[src/rtl/ps2_key_tracker.sv]
// PS/2 set-2 scan-code parser with a held-key table and one-cycle press/release events.
// Build option: define PS2KT_REPEAT_EN to report typematic repeats as events.
module ps2_key_tracker #(
  parameter int MAX_KEYS = 4,
  parameter int CNT_W    = 4
) (
  input  logic             clk,
  input  logic             rst,
  input  logic             ready,
  input  logic [7:0]       data,
  output logic             ev_valid,
  output logic             ev_press,
  output logic             ev_repeat,
  output logic [8:0]       ev_code,
  output logic [8:0]       dout,
  output logic [CNT_W-1:0] held_count,
  output logic             overflow
);

  localparam int IDX_W = (MAX_KEYS > 1) ? $clog2(MAX_KEYS) : 1;

  typedef enum logic [1:0] {
    S_IDLE   = 2'd0,
    S_EXT    = 2'd1,
    S_BRK    = 2'd2,
    S_EXTBRK = 2'd3
  } state_t;

  function automatic logic is_ctrl(input logic [7:0] b);
    case (b)
      8'h00, 8'hAA, 8'hEE, 8'hFA, 8'hFE, 8'hFF, 8'hE1: is_ctrl = 1'b1;
      default:                                         is_ctrl = 1'b0;
    endcase
  endfunction

  function automatic logic is_prefix(input logic [7:0] b);
    is_prefix = (b == 8'hE0) || (b == 8'hF0);
  endfunction

  state_t             state_r;
  state_t             state_nxt_s;
  logic               make_s;
  logic               brk_s;
  logic               ext_s;
  logic [8:0]         code_s;

  logic [MAX_KEYS-1:0] valid_r;
  logic [8:0]          codes_r [MAX_KEYS];
  logic                hit_s;
  logic [IDX_W-1:0]    hit_idx_s;
  logic                free_s;
  logic [IDX_W-1:0]    free_idx_s;

  logic                ev_valid_r;
  logic                ev_press_r;
  logic [8:0]          ev_code_r;
  logic [8:0]          dout_r;
  logic [CNT_W-1:0]    count_r;
  logic                ovf_r;

  // Byte classification and next parser state
  always_comb begin
    state_nxt_s = state_r;
    make_s      = 1'b0;
    brk_s       = 1'b0;
    ext_s       = 1'b0;
    if (ready) begin
      case (state_r)
        S_IDLE: begin
          if (data == 8'hE0) begin
            state_nxt_s = S_EXT;
          end else if (data == 8'hF0) begin
            state_nxt_s = S_BRK;
          end else if (is_ctrl(data)) begin
            state_nxt_s = S_IDLE;
          end else begin
            make_s = 1'b1;
          end
        end
        S_EXT: begin
          if (data == 8'hF0) begin
            state_nxt_s = S_EXTBRK;
          end else if (data == 8'hE0) begin
            state_nxt_s = S_IDLE;
          end else begin
            make_s      = 1'b1;
            ext_s       = 1'b1;
            state_nxt_s = S_IDLE;
          end
        end
        S_BRK: begin
          state_nxt_s = S_IDLE;
          if (is_prefix(data)) begin
            brk_s = 1'b0;
          end else begin
            brk_s = 1'b1;
          end
        end
        S_EXTBRK: begin
          state_nxt_s = S_IDLE;
          ext_s       = 1'b1;
          if (is_prefix(data)) begin
            brk_s = 1'b0;
          end else begin
            brk_s = 1'b1;
          end
        end
        default: state_nxt_s = S_IDLE;
      endcase
    end else begin
      state_nxt_s = state_r;
    end
  end

  assign code_s = {ext_s, data};

  // Table search: descending scan leaves the lowest matching/free index
  always_comb begin
    hit_s      = 1'b0;
    hit_idx_s  = '0;
    free_s     = 1'b0;
    free_idx_s = '0;
    for (int i = MAX_KEYS - 1; i >= 0; i--) begin
      if (!valid_r[i]) begin
        free_s     = 1'b1;
        free_idx_s = IDX_W'(i);
      end else if (codes_r[i] == code_s) begin
        hit_s     = 1'b1;
        hit_idx_s = IDX_W'(i);
      end else begin
      end
    end
  end

  // Parser state register
  always_ff @(posedge clk or posedge rst) begin
    if (rst) begin
      state_r <= S_IDLE;
    end else begin
      state_r <= state_nxt_s;
    end
  end

`ifdef PS2KT_REPEAT_EN
  logic ev_repeat_r;

  // Repeat flag register
  always_ff @(posedge clk or posedge rst) begin
    if (rst) begin
      ev_repeat_r <= 1'b0;
    end else if (make_s && hit_s) begin
      ev_repeat_r <= 1'b1;
    end else if ((make_s && free_s) || (brk_s && hit_s)) begin
      ev_repeat_r <= 1'b0;
    end else begin
      ev_repeat_r <= ev_repeat_r;
    end
  end

  assign ev_repeat = ev_repeat_r;
`else
  assign ev_repeat = 1'b0;
`endif

  // Held-key table, event outputs, dout, count and sticky overflow
  always_ff @(posedge clk or posedge rst) begin
    if (rst) begin
      valid_r    <= '0;
      for (int i = 0; i < MAX_KEYS; i++) begin
        codes_r[i] <= 9'h000;
      end
      ev_valid_r <= 1'b0;
      ev_press_r <= 1'b0;
      ev_code_r  <= 9'h000;
      dout_r     <= 9'h000;
      count_r    <= '0;
      ovf_r      <= 1'b0;
    end else begin
      ev_valid_r <= 1'b0;
      if (make_s) begin
        if (hit_s) begin
`ifdef PS2KT_REPEAT_EN
          ev_valid_r <= 1'b1;
          ev_press_r <= 1'b1;
          ev_code_r  <= code_s;
`endif
        end else if (free_s) begin
          valid_r[free_idx_s] <= 1'b1;
          codes_r[free_idx_s] <= code_s;
          ev_valid_r          <= 1'b1;
          ev_press_r          <= 1'b1;
          ev_code_r           <= code_s;
          dout_r              <= code_s;
          count_r             <= count_r + CNT_W'(1);
        end else begin
          ovf_r <= 1'b1;
        end
      end else if (brk_s && hit_s) begin
        valid_r[hit_idx_s] <= 1'b0;
        ev_valid_r         <= 1'b1;
        ev_press_r         <= 1'b0;
        ev_code_r          <= code_s;
        count_r            <= count_r - CNT_W'(1);
        if (dout_r == code_s) begin
          dout_r <= 9'h000;
        end else begin
          dout_r <= dout_r;
        end
      end else begin
        ev_valid_r <= 1'b0;
      end
    end
  end

  assign ev_valid   = ev_valid_r;
  assign ev_press   = ev_press_r;
  assign ev_code    = ev_code_r;
  assign dout       = dout_r;
  assign held_count = count_r;
  assign overflow   = ovf_r;

endmodule

[config.mk]
export PLATFORM = sky130hd
export DESIGN_NAME = ps2_key_tracker
export DESIGN_NICKNAME = d
export VERILOG_FILES = /design/src/rtl/ps2_key_tracker.sv
export SDC_FILE = /design/constraint.sdc
export NUM_CORES = 1
export LEC_CHECK = 0
export ABC_CLOCK_PERIOD_IN_PS = 4950
export BUFFER_PORTS_ARGS = -buffer_cell sky130_fd_sc_hd__buf_2
export CAP_MARGIN = 20
export CORE_ASPECT_RATIO = 0.6
export CORE_MARGIN = 10
export CORE_UTILIZATION = 30
export DETAILED_ROUTE_END_ITERATION = 10
export PLACE_DENSITY = 0.49
export RECOVER_POWER = 50
export SETUP_SLACK_MARGIN = 0.2
export SYNTH_ARGS = -nofsm -noshare
export SYNTH_HDL_FRONTEND = slang
export SYNTH_SLANG_ARGS = --single-unit
[constraint.sdc]
create_clock -name clk -period 4.95 [get_ports clk]
set_clock_uncertainty 0.05 [all_clocks]
set_input_delay 0.7425 -clock clk [delete_from_list [all_inputs] [get_ports clk]]
set_output_delay 0.7425 -clock clk [all_outputs]
set_load 0.005 [all_outputs]
==> qor.yml <==
clock_tree:
  cts-root-to-sink-buffers: 2
  clkLatencyLatePin_ns: 0.33
  cts_post_setup_buffers_inserted: 0
  cts_resized: 0
  htreeDepth: 3
  postCtsHoldBufs: 0
  cts-buffers-inserted: 9
  cts_num_sinks: 67
  clkTransAtPathRegs_ns: 0.05
  cts_root_buffer: "sky130_fd_sc_hd__clkbuf_16"
  tritoncts: "built"
synthesis:
  synth_top_area_cell: "sky130_fd_sc_hd__dfrtp_1"
  ys.warnings.count: 0
  post_synth.cell_area_avg_um2: 12.5
  postSynth.topFlopCell: "sky130_fd_sc_hd__dfrtp_1"
  total_nets_after_synthesis: 297
  async_flop_share_pct: 100
  synth_enable_flop_cells: 0
  synth-seq-area-share_pct: 47.4
  ys_ff_latch: 67
  synth.cell_area_um2: 3540
  post_synthesis_cell_type_count: 49
  yosys-top-cells-area: "sky130_fd_sc_hd__dfrtp_1 (47%), sky130_fd_sc_hd__mux2_2 (9.6%), sky130_fd_sc_hd__xor2_1 (7.7%)"
  netlist_instances: 283
  yosys.area.top_type_share_pct: 47.4
setup_path:
  cp_top_family: "simple AND/OR/NAND/NOR gates"
  worstSetupStartpointType: "primary input"
  worst-endpoint-arrival_ns: 3.73
  end_kind: "flip-flop"
  crit_path_top_delay_cell: "sky130_fd_sc_hd__clkbuf_1"
  cp.required_ns: 5.12
  timing.critical_path.slowest_cell_delay_ns: 0.66
  crit_path_cell_trace: "clkbuf_1 -> and3_1 -> a31oi_4 -> xnor2_1 -> o22a_2 -> nand3_4 -> nor3_4 -> mux2_2"
  worstPathBufferInverterCount: 1
  setup.worst_path.class: "primary input to flip-flop"
  critical_path_peak_fanout: 15
final_layout:
  fraction_of_final_layout_cells_with_drive_strength_greater_than_1_pct: 25.2
  n_antenna_cell: 0
  postLayoutCoreUtil_pct: 35.5
  layoutNonFillerInstCount: 477
  layout-area-overhead-vs-synth_pct: 14.6
  layout_commonest_cell: "sky130_fd_sc_hd__dfrtp_1"
  finish.net_count: 327
  final_cell_mix: "sky130_fd_sc_hd__dfrtp_1 (67), sky130_fd_sc_hd__xor2_1 (31), sky130_fd_sc_hd__mux2_2 (30)"
timing:
  timing_worst_slew_pin_value_ns: 2.08
  rsz0062_at_grt: "false"
  timing.final.crit_share_pct: 72.1
  finalHoldViolations: 0
  max_slew_headroom_pct: -38.3
  fmaxAchievable_mhz: 280
  final-max-slew-violation-count: 37
  postLayoutSetupSlackWorst_ns: 1.38
  min_period_ns: 3.57
  setup_tns_ns: 0
  report.final.setup_viol: 0
  hold_ws_ns: 0.426
grt:
  vias_in_the_first_global_route: 2347
  number_of_antenna_violations_at_the_first_check_in_global_routing: 0
  first_pass_grt_wire_length_um: 13900
  gr_util_all_layers_pct: 10.7
  overflow: 0
  grt_max_degree: 37
run_status:
  violations_in_the_final_reports: "max-capacitance violations, max-slew violations"
  status: "finished with violations"
drt:
  first_iter_violations: 130
  finalWirelength_um: 8380
  routedWlPerCell_um: 17.6
  drt.antenna.violating_nets: 0
  drt_first_pass_iters: 5
  detailroute.via_count: 2250
  drc: 0
  via_per_inst: 4.72
floorplanning:
  die_w_um: 160
  floorplan.initialDensity_pct: 31.0
  design.core.area_um2: 11400
  num_io_pins: 37
  chipHeight_um: 104
  design.die.area_um2: 16700
  placement_rows: 30
pwr:
  leakage_power_nw: 1.80
  ir_drop_v: 0.000187
  power_per_cell_area_nw_per_um2: 477
place:
  place.gp.congestion: 0.748
  hpwl_um: 5930
  placed_cells_incl_taps: 462
  port_buffers: 35
  pre_cts_ws_ns: 1.43
job:
  maxCapViolations: 1
worst_hold_path:
  hold_path.class: "flip-flop to flip-flop"
[logic make-up after synthesis]
group,after synthesis,synth area share [%]
AOI/OAI and AO/OA,35,8.95
xor gates and xnor gates,48,11.9
adders and majority gates,3,1.27
buffers and inverters,30,4.78
DFF,67,47.4
muxes,48,16.0
other,1,0.106
and+or+nand+nor,51,9.66
[layer usage]
metal	track usage, %	vias to the layer above	routed length [µm]
met3	3.48	14	401
li1	-	1056	-
met2	13.9	40	3410
met5	0	-	0
met4	4.31	0	135
met1	15.7	1140	4430
[through the flow]
stage	power, mW	cell area (µm²)
2_1_floorplan	1.19	3540
3_3_place_gp	1.37	3800
3_5_place_dp	1.37	3800
4_1_cts	1.99	4080
5_1_grt	2.07	4050
6_report	1.93	4050
[registers in the layout, summed over array words and instances, names as in the netlist]
name and cells:
ev_code 9, dout 9, ev_press 1, codes_r 36, state_r 2, overflow 1, ev_valid 1, held_count 4
valid_r 4
[final timing paths]
path | from | end | depth (start not counted) | slack, ns
worst max-delay path | data[7] | codes_r[11] | 8 | 1.38
worst min-delay path | held_count[3] | held_count[3] | 1 | 0.43
worst max register to register | state_r[0] | codes_r[11] | 7 | 2.17
worst min register to register | held_count[3] | held_count[3] | 1 | 0.43
max in group asynchronous | rst | codes_r[3] | 3 | 1.59
min in group asynchronous | rst | ev_valid | 2 | 0.71
[cell usage after synthesis, types with 2 or more instances]
cell,number
sky130_fd_sc_hd__nor3_4,3
sky130_fd_sc_hd__mux2i_1,2
sky130_fd_sc_hd__nand2_1,8
sky130_fd_sc_hd__a21o_1,2
sky130_fd_sc_hd__and3_1,2
sky130_fd_sc_hd__buf_6,3
sky130_fd_sc_hd__o211ai_1,2
sky130_fd_sc_hd__mux2_1,9
sky130_fd_sc_hd__a22o_1,9
sky130_fd_sc_hd__nor3_1,7
sky130_fd_sc_hd__o21bai_1,2
sky130_fd_sc_hd__buf_4,3
sky130_fd_sc_hd__inv_1,12
sky130_fd_sc_hd__xor2_1,31
sky130_fd_sc_hd__dfrtp_1,67
sky130_fd_sc_hd__ha_1,2
sky130_fd_sc_hd__nor4_1,5
sky130_fd_sc_hd__mux2_2,30
sky130_fd_sc_hd__mux2_4,7
sky130_fd_sc_hd__nor2_2,2
sky130_fd_sc_hd__xnor2_1,17
sky130_fd_sc_hd__buf_2,9
sky130_fd_sc_hd__a2bb2oi_1,2
sky130_fd_sc_hd__nand3_1,2
sky130_fd_sc_hd__nand4_1,8
sky130_fd_sc_hd__a21oi_1,4
sky130_fd_sc_hd__clkbuf_1,2
sky130_fd_sc_hd__o21ai_0,3
sky130_fd_sc_hd__nor2_1,8
[worst register-to-register path, delay by kind of cell, from the launching register on]
kind,cells,cell delay (ns)
xor+xnor,1,0.22
simple gates,3,0.80
flops,1,0.44
mux,1,0.40
compound gates,2,0.76
[where the power goes]
part	switching (mW)	total [mW]	internal, mW	leakage [nW]
Combinational	0.224	0.501	0.276	0.835
Sequential	0.123	0.832	0.709	0.825
Clock	0.225	0.601	0.375	0.141
[final cells by class]
class / instances / area [µm²]
fillers: 1180 / 7360
multi-input cells: 186 / 1690
clock buffers: 13 / 270
clock inverters: 2 / 10.0
repair buffers: 37 / 159
inverters: 12 / 45.0
flip-flops and latches: 67 / 1680
well taps: 160 / 200
Note: power is estimated with default switching activity, not from simulation.
